$ cat src/rtl/ext_pipe.sv
// Purpose : widen an immediate or sub-word load to DATA_W bits (8 modes) and queue the result.
// Latency : 1 cycle, push at edge N is visible on out_data/out_valid in cycle N+1.
// Backpr. : DEPTH-entry FIFO; in_ready = not full (registered only), out_data holds while stalled.
//
// Ports:
//   clk, reset_n (async active-low), flush (sync clear of the queue)
//   in_valid/in_ready/in_op/in_imm/in_word/in_off : producer side, extension computed at push
//   out_valid/out_ready/out_data                   : consumer side, head of the FIFO
//   out_err                                        : misaligned halfword flag (EXT_ALIGN_CHECK_EN only)
//
// Optional feature macro: EXT_ALIGN_CHECK_EN
module ext_pipe #(
    parameter int DATA_W = 32,
    parameter int IMM_W  = 16,
    parameter int DEPTH  = 2,
    localparam int OFF_W = $clog2(DATA_W / 8)
) (
    input  logic              clk,
    input  logic              reset_n,
    input  logic              flush,
    input  logic              in_valid,
    output logic              in_ready,
    input  logic [2:0]        in_op,
    input  logic [IMM_W-1:0]  in_imm,
    input  logic [DATA_W-1:0] in_word,
    input  logic [OFF_W-1:0]  in_off,
    output logic              out_valid,
    input  logic              out_ready,
    output logic [DATA_W-1:0] out_data
`ifdef EXT_ALIGN_CHECK_EN
    ,
    output logic              out_err
`endif
);

    // A single-entry FIFO still needs a one-bit pointer to keep the declarations legal.
    localparam int PTR_W = (DEPTH > 1) ? $clog2(DEPTH) : 1;
    localparam int CNT_W = $clog2(DEPTH + 1);

    typedef enum logic [2:0] {
        OP_IMM_ZX = 3'd0,
        OP_IMM_SX = 3'd1,
        OP_LUI    = 3'd2,
        OP_LB     = 3'd3,
        OP_LBU    = 3'd4,
        OP_LH     = 3'd5,
        OP_LHU    = 3'd6,
        OP_PASS   = 3'd7
    } ext_op_e;

    // ------------------------------------------------------------------
    // Extension datapath (combinational, input side)
    // ------------------------------------------------------------------
    logic [OFF_W+2:0]  byte_bit;
    logic [OFF_W+2:0]  half_bit;
    logic [7:0]        byte_v;
    logic [15:0]       half_v;
    logic [DATA_W-1:0] ext_dat;
    logic              ext_err;

    always_comb begin
        byte_bit = {in_off, 3'b000};
        // Halfwords are always taken from an even byte offset.
        half_bit = {in_off[OFF_W-1:1], 1'b0, 3'b000};
        byte_v   = in_word[byte_bit +: 8];
        half_v   = in_word[half_bit +: 16];
        ext_dat  = '0;
        unique case (ext_op_e'(in_op))
            OP_IMM_ZX: ext_dat = {{(DATA_W-IMM_W){1'b0}}, in_imm};
            OP_IMM_SX: ext_dat = {{(DATA_W-IMM_W){in_imm[IMM_W-1]}}, in_imm};
            OP_LUI:    ext_dat = DATA_W'(in_imm) << IMM_W;
            OP_LB:     ext_dat = {{(DATA_W-8){byte_v[7]}}, byte_v};
            OP_LBU:    ext_dat = {{(DATA_W-8){1'b0}}, byte_v};
            OP_LH:     ext_dat = {{(DATA_W-16){half_v[15]}}, half_v};
            OP_LHU:    ext_dat = {{(DATA_W-16){1'b0}}, half_v};
            OP_PASS:   ext_dat = in_word;
            default:   ext_dat = '0;
        endcase
        ext_err = ((in_op == OP_LH) || (in_op == OP_LHU)) && in_off[0];
    end

    // ------------------------------------------------------------------
    // FIFO control
    // ------------------------------------------------------------------
    logic [PTR_W-1:0] wr_ptr_q, wr_ptr_d;
    logic [PTR_W-1:0] rd_ptr_q, rd_ptr_d;
    logic [CNT_W-1:0] cnt_q, cnt_d;
    logic             push;
    logic             pop;

    logic [DATA_W-1:0] mem_q [DEPTH];

    function automatic logic [PTR_W-1:0] ptr_inc(input logic [PTR_W-1:0] p);
        return (p == PTR_W'(DEPTH - 1)) ? '0 : p + 1'b1;
    endfunction

    // Both flags derive from the registered count, so in_ready never
    // depends combinationally on out_ready.
    assign in_ready  = (cnt_q != CNT_W'(DEPTH));
    assign out_valid = (cnt_q != '0);
    assign out_data  = mem_q[rd_ptr_q];

    always_comb begin
        push     = in_valid && in_ready;
        pop      = out_valid && out_ready;
        wr_ptr_d = wr_ptr_q;
        rd_ptr_d = rd_ptr_q;
        cnt_d    = cnt_q;
        if (flush) begin
            // Flush wins over any handshake in the same cycle.
            wr_ptr_d = '0;
            rd_ptr_d = '0;
            cnt_d    = '0;
        end else begin
            if (push) wr_ptr_d = ptr_inc(wr_ptr_q);
            if (pop)  rd_ptr_d = ptr_inc(rd_ptr_q);
            unique case ({push, pop})
                2'b10:   cnt_d = cnt_q + 1'b1;
                2'b01:   cnt_d = cnt_q - 1'b1;
                default: cnt_d = cnt_q;
            endcase
        end
    end

    always_ff @(posedge clk or negedge reset_n) begin
        if (!reset_n) begin
            wr_ptr_q <= '0;
            rd_ptr_q <= '0;
            cnt_q    <= '0;
        end else begin
            wr_ptr_q <= wr_ptr_d;
            rd_ptr_q <= rd_ptr_d;
            cnt_q    <= cnt_d;
        end
    end

    always_ff @(posedge clk or negedge reset_n) begin
        if (!reset_n) begin
            for (int i = 0; i < DEPTH; i++) mem_q[i] <= '0;
        end else if (push && !flush) begin
            mem_q[wr_ptr_q] <= ext_dat;
        end
    end

`ifdef EXT_ALIGN_CHECK_EN
    logic err_q [DEPTH];

    assign out_err = err_q[rd_ptr_q];

    always_ff @(posedge clk or negedge reset_n) begin
        if (!reset_n) begin
            for (int i = 0; i < DEPTH; i++) err_q[i] <= 1'b0;
        end else if (push && !flush) begin
            err_q[wr_ptr_q] <= ext_err;
        end
    end
`else
    // Without the check a misaligned halfword is silently aligned down.
    logic unused_err;
    assign unused_err = ext_err;
`endif

endmodule

$ cat config.mk
export PLATFORM = sky130hd
export DESIGN_NAME = ext_pipe
export DESIGN_NICKNAME = d
export VERILOG_FILES = /design/src/rtl/ext_pipe.sv
export SDC_FILE = /design/constraint.sdc
export NUM_CORES = 1
export LEC_CHECK = 0
export ABC_CLOCK_PERIOD_IN_PS = 2000
export CAP_MARGIN = 10
export CORE_MARGIN = 2
export CORE_UTILIZATION = 50
export CTS_CLUSTER_SIZE = 14
export DETAILED_ROUTE_END_ITERATION = 6
export MAX_ROUTING_LAYER = met4
export PLACE_DENSITY = 0.79
export SYNTH_ARGS = -nofsm -noshare
export SYNTH_HDL_FRONTEND = slang
export SYNTH_SLANG_ARGS = --single-unit
$ cat constraint.sdc
create_clock -name clk -period 2 [get_ports clk]
set_input_delay 0.3 -clock clk [delete_from_list [all_inputs] [get_ports clk]]
set_output_delay 0.3 -clock clk [all_outputs]
set_load 0.05 [all_outputs]
==> results_dict.tcl <==
set metrics [dict create \
    status "complete, no violations" \
    rsz0062_at_grt "false" \
    first_global_vias 4123 \
    num_rows 32 \
    critPathBufInv 2 \
    grt_max_degree 69 \
    synth_xor_area_frac 0.00642 \
    cp-startpoint "rd_ptr_q$_DFFE_PN0P_" \
    cts_buffers 9 \
    critPathSlowestCell "mux2_2" \
    path_cells "buf_4 -> mux2_2 -> buf_4" \
    slew_viol_final 0 \
    drt_iter0_markers 264 \
    yosys_warnings 0 \
    worst_pin_slew_ps 456 \
    met1Wirelength_um 5210 \
    period_minus_slack_ps 1930 \
    arrival_ps 1630 \
    layout_common_cells "92 x buf_4, 68 x dfrtp_1, 55 x clkdlybuf4s50_1, 48 x mux2_2, 37 x a21oi_1" \
    fin_crit_sh 0.967 \
    io_pins 92 \
    endpoint_kind "output port" \
    path_max_fanout 21 \
    postCtsSetupRepairBufs 0 \
    ys_seq_area_frac 0.416 \
    route.met3.wl_um 687 \
    clk_pin_slew_ps 80 \
    synth_mux_area_frac 0.181 \
    hpwl_um 9600 \
    cts_max_level 3 \
    core_um2 7850 \
    synthSimpleGateAreaFrac 0.146 \
    tns_ps 0 \
    cp.required_ps 1700 \
    dr_wl_met2_um 6500 \
    drc 0 \
    cts_tree "built" \
    wl_um 12800 \
    final_util 0.734 \
    die_h_um 94.5 \
    finalSetupViolations 0 \
    leakage_uw 0.00247 \
    syn_inst 400 \
    slew-limit-headroom 0.696 \
    cp-endpoint "out_data[24]" \
    clock_sinks 68 \
    ys_ff_latch 68 \
    max_freq_ghz 0.517 \
    num_vias 3837 \
    finalHoldViolations 0 \
    ys_types 47 \
    path_class "reg2out" \
    initial_core_util 0.522 \
    top_layer_used "met4" \
    mostFrequentLayoutCell "buf_4" \
    viasPerCell 5.93 \
    powerDensity_nw_per_um2 987 \
    final.setup_skew_ps 5.32 \
    final_antenna_net_count 0 \
    min_path_type "in2async" \
    diodes 0 \
    cts-root-buf "clkbuf_8" \
    antenna_found_initial 0 \
    timing.rr.end "mem_q[2]$_DFFE_PN0P_" \
    syn_area_per_cell_um2 10.2 \
    drive_gt1_frac 0.350 \
    grt_usage 0.319 \
    crit_path_start_kind "register" \
    cp.depth 3 \
    max_stage_delay_ps 400 \
    whs_ps 491 \
    total_power_uw 5690 \
    crit_top_cell "buf_4" \
    drtPass1Iterations 5 \
    ir_drop_uv 623 \
    die_width_um 94.5 \
    overflow 0 \
    synth-adder-area-share 0 \
    synth-compound-area-share 0.202 \
    max_cap_violations 0 \
    clk_latency_ps 350 \
    rrSetupSlack_ps 270 \
    post_drt_wl_per_cell_um 19.7 \
    synth_nets 458 \
    reg2reg_from "cnt_q[0]$_DFFE_PN0P_" \
    syn2layout_area_growth_pct 40.7 \
    netlist_area_um2 4090 \
    design.die.area_um2 8920 \
    clock_path_buffers 2 \
    crit_family "buffers and inverters" \
    synth_top_family_by_area "compound AO/OA/AOI/OAI gates" \
    fin_nets 598 \
    portBuffers 91 \
    place_congestion 0.924 \
    reg2reg_depth 5 \
    grt_first_pass_wirelength_um 21000 \
]
==> per-layer routing <==
metal,up-vias,track usage
li1,1754,-
met1,1873,0.385
met2,168,0.542
met3,42,0.0471
met4,0,0.127
met5,-,-
==> per-stage QoR <==
step,cells,setup slack [ps],instance area (µm²)
after floorplan,400,173,4100
after global placement,630,-279,5500
after detailed placement,630,-281,5500
after CTS,647,74.6,5750
after global routing,647,4.55,5760
final,647,65.8,5760
==> repair_timing <==
item / CTS / global route
endpoints found under the setup margin: 0 / 8
resized for setup: 0 / 4
hold buffers: 1 / 0
endpoints found under the hold margin: 68 / 0
==> power breakdown <==
| part | switching (µW) | internal, µW |
|---|---|---|
| Combinational | 1330 | 1070 |
| Sequential | 209 | 1770 |
| Clock | 541 | 772 |
==> cells in the mapped netlist (all sizes together) <==
library cell	instances	area, µm²
xor2	2	17.5
mux2i	2	20.0
a2111oi	1	27.5
xnor2	1	8.76
nand2	32	123
o21a	1	7.51
nor2b	2	12.5
nand3b	2	15.0
and3b	1	8.76
a22o	1	8.76
nor3b	1	18.8
or3	1	6.26
a32oi	1	8.76
mux4	8	180
clkbuf	11	41.3
o21ai	22	110
a21o	1	7.51
a32o	3	30.0
mux2	48	541
inv	5	18.8
o2bb2ai	1	8.76
and2	17	113
a22oi	1	7.51
and3	7	43.8
nand2b	11	73.8
dfrtp	68	1700
nand4b	1	8.76
a222oi	8	80.1
nand3	7	35.0
nor3	3	20.0
buf	20	140
o21bai	1	18.8
o22a	28	245
a21oi	39	203
a31oi	10	62.6
nor2	32	120
==> tightest hold or removal path, stage by stage <==
cell and delay (ps):
dlygate4sd3_1 520, buf_2 120, buf_12 300
==> final cells by class <==
cell class | instances | area [µm²]
flip-flops and latches | 68 | 1700
multi-input cells | 296 | 2210
fillers | 579 | 2090
inverters | 5 | 18.8
clock buffers | 11 | 151
well taps | 102 | 128
clock inverters | 5 | 83.8
repair buffers | 160 | 1470
==> worst min-delay path by stage <==
stage | start | end | slack (ps) | cells after the start
6_report | reset_n | mem_q[35]$_DFFE_PN0P_ | 490 | 3
4_1_cts | mem_q[47]$_DFFE_PN0P_ | mem_q[47]$_DFFE_PN0P_ | 500 | 2
3_3_place_gp | reset_n | mem_q[34]$_DFFE_PN0P_ | 340 | 2
3_5_place_dp | reset_n | mem_q[17]$_DFFE_PN0P_ | 350 | 2
2_1_floorplan | reset_n | cnt_q[0]$_DFFE_PN0P_ | 4 | 0
5_1_grt | reset_n | mem_q[34]$_DFFE_PN0P_ | 530 | 3
==> cell families (layout without fill, tap and decap cells) <==
family,after synthesis,after routing
compound gates,118,118
xor+xnor,3,3
buf+inv,36,181
mux,58,58
simple gates,117,117
flops,68,68
==> flip-flops by register name, indices dropped and copies added, names as in the netlist <==
register,count
wr_ptr_q,1
rd_ptr_q,1
cnt_q,2
mem_q,64
(Power assumes the default switching activity.)
